### config.mk
export PLATFORM = sky130hd
export DESIGN_NAME = div_seq_ctrl
export DESIGN_NICKNAME = d
export VERILOG_FILES = /design/src/rtl/div_seq_ctrl.sv
export SDC_FILE = /design/constraint.sdc
export NUM_CORES = 1
export LEC_CHECK = 0
export BUFFER_PORTS_ARGS = -buffer_cell sky130_fd_sc_hd__buf_2
export CORE_MARGIN = 5
export CORE_UTILIZATION = 66
export CTS_BUF_LIST = sky130_fd_sc_hd__clkbuf_8
export DETAILED_ROUTE_END_ITERATION = 12
export PLACE_DENSITY = 0.87
export RECOVER_POWER = 50
export SYNTH_ARGS = -nofsm -noshare
export SYNTH_HDL_FRONTEND = slang
export SYNTH_SLANG_ARGS = --single-unit
### constraint.sdc
create_clock -name clk -period 8.5 [get_ports clk]
set_clock_uncertainty 0.1 [all_clocks]
set_input_delay 1.275 -clock clk [delete_from_list [all_inputs] [get_ports clk]]
set_output_delay 1.275 -clock clk [all_outputs]
set_load 0.02 [all_outputs]
### src/rtl/div_seq_ctrl.sv
// div_seq_ctrl: multi-cycle radix-2 restoring divide sequencer for DIV/MOD/DIVU/MODU in EX.
// Optional single-entry operand/result cache, enabled with `define DIV_OPCACHE_EN.
module div_seq_ctrl #(
   parameter  int DATA_W = 32,
   localparam int CNT_W  = $clog2(DATA_W)
) (
   input  logic              clk,
   input  logic              reset,
   input  logic              start,
   input  logic [1:0]        op,
   input  logic [DATA_W-1:0] src1,
   input  logic [DATA_W-1:0] src2,
   input  logic              flush,
   output logic              stall,
   output logic              done,
   output logic [DATA_W-1:0] result
);

   // Handshake: a request is accepted when start=1 in IDLE without flush. stall holds the
   // pipeline while the request runs; done is a one-cycle pulse with result, and stall is
   // low in that cycle so the instruction leaves EX together with its result.
   typedef enum logic [1:0] {S_IDLE, S_ITER, S_DONE} state_t;

   state_t              state;
   logic [CNT_W-1:0]    cnt;
   logic [DATA_W-1:0]   rem_q;
   logic [DATA_W-1:0]   quo_q;
   logic [DATA_W-1:0]   dvs_q;
   logic                neg_quo;
   logic                neg_rem;
   logic                is_mod;
   logic                done_r;
   logic [DATA_W-1:0]   result_r;

   logic                signed_op;
   logic                s1_neg;
   logic                s2_neg;
   logic [DATA_W-1:0]   mag1;
   logic [DATA_W-1:0]   mag2;
   logic [DATA_W-1:0]   zero_res;
   logic                cache_hit;

   logic [DATA_W:0]     rem_sh;
   logic [DATA_W:0]     diff;
   logic                take;
   logic [DATA_W-1:0]   rem_nx;
   logic [DATA_W-1:0]   quo_nx;
   logic [DATA_W-1:0]   quo_fix;
   logic [DATA_W-1:0]   rem_fix;

   assign signed_op = ~op[1];
   assign s1_neg    = signed_op & src1[DATA_W-1];
   assign s2_neg    = signed_op & src2[DATA_W-1];
   assign mag1      = s1_neg ? -src1 : src1;
   assign mag2      = s2_neg ? -src2 : src2;
   assign zero_res  = op[0] ? src1 : '1;

   // quo_q starts as the dividend magnitude and is shifted out MSB-first into the
   // partial remainder while quotient bits enter at the LSB.
   assign rem_sh  = {rem_q, quo_q[DATA_W-1]};
   assign diff    = rem_sh - {1'b0, dvs_q};
   assign take    = ~diff[DATA_W];
   assign rem_nx  = take ? diff[DATA_W-1:0] : rem_sh[DATA_W-1:0];
   assign quo_nx  = {quo_q[DATA_W-2:0], take};
   assign quo_fix = neg_quo ? -quo_nx : quo_nx;
   assign rem_fix = neg_rem ? -rem_nx : rem_nx;

`ifdef DIV_OPCACHE_EN
   logic                c_valid;
   logic [DATA_W-1:0]   c_src1;
   logic [DATA_W-1:0]   c_src2;
   logic                c_sgn;
   logic [DATA_W-1:0]   c_quo;
   logic [DATA_W-1:0]   c_rem;
   logic [DATA_W-1:0]   o_src1;
   logic [DATA_W-1:0]   o_src2;
   logic                o_sgn;

   assign cache_hit = c_valid & (src1 == c_src1) & (src2 == c_src2) & (signed_op == c_sgn);
`else
   assign cache_hit = 1'b0;
`endif

   assign stall  = ~reset & (((state == S_IDLE) & start & ~flush & ~cache_hit) |
                             (state == S_ITER));
   assign done   = done_r;
   assign result = result_r;

   always_ff @(posedge clk) begin
      if (reset) begin
         state    <= S_IDLE;
         cnt      <= '0;
         rem_q    <= '0;
         quo_q    <= '0;
         dvs_q    <= '0;
         neg_quo  <= 1'b0;
         neg_rem  <= 1'b0;
         is_mod   <= 1'b0;
         done_r   <= 1'b0;
         result_r <= '0;
`ifdef DIV_OPCACHE_EN
         c_valid  <= 1'b0;
         c_src1   <= '0;
         c_src2   <= '0;
         c_sgn    <= 1'b0;
         c_quo    <= '0;
         c_rem    <= '0;
         o_src1   <= '0;
         o_src2   <= '0;
         o_sgn    <= 1'b0;
`endif
      end else begin
         done_r <= 1'b0;
         if (flush) begin
            state <= S_IDLE;
            cnt   <= '0;
            rem_q <= '0;
            quo_q <= '0;
         end else begin
            case (state)
               S_IDLE: begin
                  if (start) begin
                     if (cache_hit) begin
`ifdef DIV_OPCACHE_EN
                        result_r <= op[0] ? c_rem : c_quo;
`endif
                        done_r   <= 1'b1;
                        state    <= S_DONE;
                     end else if (src2 == '0) begin
                        result_r <= zero_res;
                        done_r   <= 1'b1;
                        state    <= S_DONE;
`ifdef DIV_OPCACHE_EN
                        c_valid  <= 1'b1;
                        c_src1   <= src1;
                        c_src2   <= src2;
                        c_sgn    <= signed_op;
                        c_quo    <= '1;
                        c_rem    <= src1;
`endif
                     end else begin
                        rem_q   <= '0;
                        quo_q   <= mag1;
                        dvs_q   <= mag2;
                        neg_quo <= s1_neg ^ s2_neg;
                        neg_rem <= s1_neg;
                        is_mod  <= op[0];
                        cnt     <= CNT_W'(DATA_W - 1);
                        state   <= S_ITER;
`ifdef DIV_OPCACHE_EN
                        o_src1  <= src1;
                        o_src2  <= src2;
                        o_sgn   <= signed_op;
`endif
                     end
                  end
               end
               S_ITER: begin
                  rem_q <= rem_nx;
                  quo_q <= quo_nx;
                  if (cnt == '0) begin
                     result_r <= is_mod ? rem_fix : quo_fix;
                     done_r   <= 1'b1;
                     state    <= S_DONE;
`ifdef DIV_OPCACHE_EN
                     c_valid  <= 1'b1;
                     c_src1   <= o_src1;
                     c_src2   <= o_src2;
                     c_sgn    <= o_sgn;
                     c_quo    <= quo_fix;
                     c_rem    <= rem_fix;
`endif
                  end else begin
                     cnt <= cnt - 1'b1;
                  end
               end
               S_DONE: begin
                  // start is ignored here: the requesting instruction is leaving EX.
                  state <= S_IDLE;
               end
               default: state <= S_IDLE;
            endcase
         end
      end
   end

endmodule
# Yosys cells after proc, flatten, opt, wreduce, memory -nomap -nowiden
# Cells that the tools add are included.
op_classes:
  n_addsub: 6
  eq_ne: 6
  mux: 29
  n_bitwise: 12
  n_reduce_logical: 10
ops:
  columns: ["op", "count"]
  rows:
  - ["$mux 32", 14]
  - ["$pmux 32 s2", 3]
  - ["$neg 32->32", 4]
  - ["$sub 33x32->33", 1]
  - ["$logic_not 32->1", 1]
  - ["$mux 5", 3]
  - ["$pmux 5 s2", 1]
  - ["$reduce_and 4->1", 2]
  - ["$mux 2", 3]
  - ["$ne 2x2->1 const B", 3]
  - ["$and 1x1->1", 5]
  - ["$logic_not 5->1", 1]
  - ["$not 1->1", 5]
  - ["$reduce_and 5->1", 1]
  - ["$sub 5x1->5 const B", 1]
  - ["$ne 2x1->1 const B", 2]
  - ["$pmux 2 s2", 1]
  - ["$mux 1", 3]
  - ["$reduce_and 3->1", 1]
  - ["$eq 2x1->1 const B", 1]
  - ["$logic_not 2->1", 1]
  - ["$pmux 1 s2", 1]
  - ["$reduce_and 2->1", 1]
  - ["$reduce_bool 2->1", 1]
  - ["other kinds (3)", 3]
totals:
  regBits: 139
  output_inout_bits: 34
  elab_cells: 73

# Depth between registers and ports, before layout
logic_depth:
  word_depth: 7
  mapped_depth: 26
  mapped_depth_nobuf: 23

# Worst setup path after synthesis
# No wires, ideal clock.
synth_path:
  path_type: "register -> register"
  start: "reg quo_q[31]"
  end: "reg result_r[26] (netlist: result[26])"
  setup_time_ns: 0.117
  arrival_ns: 4.765
  path_slack_ns: 3.517
  path_stages_with_launch: 25
  period_less_slack_ns: 4.983
  path_cell_list: "dfxtp_1 > inv_1 > ha_1 > inv_1 > fa_1 > a211oi_4 > nor3_2 > o21ai_2 > a2111oi_4 > nor3_2 > nor2_2 > inv_1 > buf_4 > buf_2 > buf_2 > nor2_1 > a21oi_1 > ha_1 > nand3b_1 > nor4_2 > mux2i_1 > nor4_2 > nand3_1 > or3_1 > a32o_1"
synth_between:
  elab_chain_cells: 7
synth_lines:
  columns: ["element", "line_no", "rtl"]
  rows:
  - ["start: declaration", "27", "logic [DATA_W-1:0] quo_q;"]
  - ["start signal: assignment", "143", "quo_q <= mag1;"]
  - ["start signal: assignment", "160", "quo_q <= quo_nx;"]
  - ["$sub 33x32->33", "61", "assign diff = rem_sh - {1'b0, dvs_q};"]
  - ["$mux 32 / $not 1->1 (equally long branches)", "63, 62", null]
  - ["$neg 32->32 (on tied branches)", "66, 65", null]
  - ["$mux 32 (on tied branches)", "66, 65", null]
  - ["$mux 32 *", "162", "result_r <= is_mod ? rem_fix : quo_fix;"]
  - ["$mux 32 *", "161", "if (cnt == '0) begin"]
  - ["$pmux 32 s2 *", "120", "case (state)"]
  - ["end signal: assignment", "130", "result_r <= zero_res;"]
  - ["end signal: assignment", "162", null]
  - ["end: declaration", "33", "logic [DATA_W-1:0] result_r;"]
# Mark *: on every way between the ends. The rest lies on a longest branch, timed or not. The select of a mux whose other input is x is not followed.
# A chain may end at the register's enable or synchronous reset.

# Worst setup path in the final report
layout_path:
  start: "in reset"
  end: "reg rem_q[27]"
layout_between:
  elab_chain_cells: 1
layout_lines:
  columns: ["element", "line_no", "rtl"]
  rows:
  - ["start: declaration", "8", "input logic reset,"]
  - ["$reduce_or 2->1 (no source line)", null, null]
  - ["end signal: assignment", "159", "rem_q <= rem_nx;"]
  - ["end: declaration", "26", "logic [DATA_W-1:0] rem_q;"]
# No other way between the ends.

==> flow_summary.json <==
{
  "die_w_um": 140.7,
  "drv_slew": 157,
  "initial_utilization_pct": 67.55,
  "cp.required_ps": 8670,
  "drive_gt1_share_pct": 11.33,
  "dieArea_um2": 19810,
  "reg2reg_from": "quo_q[31]",
  "synth_fp_nets": 1599,
  "post-place-ws_ps": 2566,
  "path_class": "primary input to flop",
  "wl_um": 35820,
  "drc": 0,
  "ys_seq_area_share_pct": 24.67,
  "max_cap_violations": 3,
  "multi_input_area_um2": 7779,
  "clock_sink_count": 139,
  "grt_setup_unrepaired": "no",
  "via_per_inst": 6.769,
  "setup.worst_path.end_class": "flop",
  "avgRoutedWirePerCell_um": 20.20,
  "vias": 12002,
  "num_rows": 47,
  "clockBufferDepth": 2,
  "yosys.area_share.xor_xnor_pct": 10.02,
  "die-height_um": 140.7,
  "area_growth_pct": 7.143,
  "nets": 1649,
  "routabilityCongestion": 0.9859,
  "tritoncts": "built",
  "synth_flop_cell": "dfxtp_1",
  "antenna_found_initial": 1,
  "ctsResizeCount": 0,
  "clockRootBuffer": "clkbuf_8",
  "synthCells": 1490,
  "nFillCells": 1426,
  "diodes": 0,
  "grt_max_degree": 58,
  "synth_seq_cells": 139,
  "drt_iter0_drc": 1533,
  "arrival_ps": 7260,
  "slew_headroom_pct": -83.94,
  "track_usage_pct": 35.08,
  "core-area_um2": 16700,
  "finish.utilization_pct": 72.37,
  "syn_area_um2": 11280,
  "finalSetupViolations": 0,
  "cp-start-kind": "primary input",
  "synthAdderAreaFrac_pct": 4.392,
  "synth_edf_count": 0,
  "critPathMaxFanout": 57,
  "holdCritPathClass": "flop to flop",
  "dp_hpwl_um": 26540,
  "power-per-cell-area_nw_per_um2": 141.6,
  "ant_nets": 0,
  "hold_violations": 0,
  "ys_types": 106,
  "io_buffers": 103,
  "hp-start": "result[15]",
  "fin_crit_ps": 7087,
  "cellLeakagePower_nw": 4.534,
  "synth_top_family_by_area": "compound AO/OA/AOI/OAI gates",
  "irDropWorstVdd_mv": 0.1592,
  "synth_compound_area_share_pct": 30.29,
  "fin_setup_tns_ps": 0,
  "regArea_um2": 2783,
  "syn_area_per_cell_um2": 7.571,
  "hold_buffers": 0,
  "synth-simple-area-share_pct": 22.17,
  "grt_pass1_wl_um": 57080,
  "cts_inserted_buffers": 17,
  "violations": "max-capacitance violations, max-slew violations",
  "clk_pin_slew_ps": 90,
  "first_global_vias": 11196,
  "io_pins": 104,
  "critPathLaunch": "reset",
  "post_cts_buffers": 0,
  "total_power_mw": 1.712,
  "status": "complete, but fails checks",
  "worst_pin_slew_ps": 2759,
  "htreeDepth": 4,
  "insertion_delay_ps": 490,
  "holdWs_ps": 354.7,
  "fin_crit_sh_pct": 83.38,
  "fmax_ghz": 0.1411,
  "dr.pass1.iters": 7,
  "fin_ws_ps": 1413,
  "grt-ovfl-total": 0,
  "ys_warn_count": 0,
  "synthMuxAreaShare_pct": 2.041,
  "async_flop_share_pct": 0
}
synthesized netlist by cell type (all sizes together) (6+ instances only):
| library cell | number | share of area (%) |
|---|---|---|
| nor2 | 180 | 6.0 |
| dfxtp | 139 | 25 |
| nand2 | 136 | 4.5 |
| a21oi | 132 | 6.1 |
| o21ai | 94 | 4.3 |
| xnor2 | 85 | 6.6 |
| clkbuf | 64 | 2.8 |
| inv | 64 | 2.1 |
| nor3 | 48 | 2.3 |
| a211oi | 44 | 3.3 |
| xor2 | 44 | 3.4 |
| ha | 38 | 4.2 |
| a22oi | 34 | 2.3 |
| buf | 27 | 1.5 |
| o31ai | 25 | 1.8 |
| or3 | 24 | 1.4 |
| nand3 | 22 | 0.98 |
| o221ai | 22 | 1.8 |
| o41ai | 21 | 1.7 |
| nor4 | 20 | 1.5 |
| nand4 | 16 | 0.94 |
| mux2i | 14 | 1.2 |
| or4 | 14 | 0.94 |
| o22ai | 13 | 0.72 |
| a31oi | 10 | 0.69 |
| and2 | 10 | 0.55 |
| a21o | 9 | 0.61 |
| o211ai | 9 | 0.64 |
| mux2 | 8 | 0.80 |
| nand2b | 8 | 0.44 |
| a222oi | 7 | 0.62 |
| and3 | 7 | 0.40 |
| nor2b | 7 | 0.39 |
| o21bai | 7 | 0.47 |
| or2 | 7 | 0.39 |
| a21boi | 6 | 0.43 |
| a311oi | 6 | 0.47 |
where the power goes:
| part | switching, mW | total [mW] | internal [mW] |
|---|---|---|---|
| sequential | 0.0195 | 0.694 | 0.675 |
| clock | 0.334 | 0.558 | 0.225 |
| combinational | 0.302 | 0.459 | 0.157 |
per-layer routing:
metal	global-route usage [%]	routed length [µm]	vias up
met3	9.245	3828	131
met4	14.02	1345	2
met5	0	18	-
met2	55.29	16210	724
met1	45.86	14420	5545
li1	-	-	5600
cells in the final DEF, fill, tap and decap left out, types with 6 or more instances in the layout:
master / count
buf_4: 14
clkbuf_1: 39
dfxtp_1: 139
and3_1: 6
a21oi_1: 127
nor2b_1: 7
inv_8: 7
o221ai_1: 21
a311oi_1: 6
a211oi_1: 38
nor3_1: 45
o41ai_1: 20
o31ai_1: 23
nand2_1: 135
nand2b_1: 8
xor2_1: 44
xnor2_1: 85
o22ai_1: 13
nand3_1: 22
o211ai_1: 8
a21o_1: 8
o21ai_0: 86
nand4_1: 15
a22oi_1: 34
inv_1: 63
mux2i_1: 14
o21bai_1: 7
nor2_1: 178
ha_1: 38
and2_1: 10
a31oi_1: 9
buf_2: 69
or3_1: 23
or4_1: 13
mux2_2: 8
a222oi_1: 7
nor4_1: 16
or2_2: 6
clkbuf_8: 17
worst paths after layout:
kind	end	slack [ps]	cells after the start
worst max register to register	result[30]	2330	22
worst min register to register	result[15]	350	2
worst min-delay path	result[15]	350	2
worst max-delay path	rem_q[27]	1410	6
per-stage QoR:
| step | area, µm² | instances |
|---|---|---|
| after floorplan | 11280 | 1490 |
| after global placement | 11750 | 1741 |
| after detailed placement | 11750 | 1741 |
| after CTS | 12160 | 1773 |
| after global routing | 12090 | 1773 |
| final | 12090 | 1773 |
flip-flops by register name, indices dropped and copies added, names as in the netlist:
name / count
cnt: 5
neg_quo: 1
neg_rem: 1
rem_q: 32
result: 32
is_mod: 1
done: 1
state: 2
dvs_q: 32
quo_q: 32
critical path: stages:
cell and delay [ps]:
buf_2 70, clkbuf_1 1930, clkinv_1 1230, nand2_1 790, clkbuf_1 1730, nor2_1 150
layout make-up:
type                       count  share of cell area [%]
clock buffer                  17                   1.936
clock inverter                15                   1.449
inverter                      65                   2.019
multi-input combinational   1195                   64.36
sequential                   139                   23.02
tap                          220                   2.277
timing repair buffer         122                   4.938
kinds of logic after synthesis:
kind of cell             after synthesis
AND/OR/NAND/NOR                      516
AO/OA/AOI/OAI                        489
buffers and inverters                156
flip-flops                           139
XOR/XNOR                             129
adder cells (fa/ha/maj)               39
multiplexers                          22
Power figures use the tool's default switching activity.
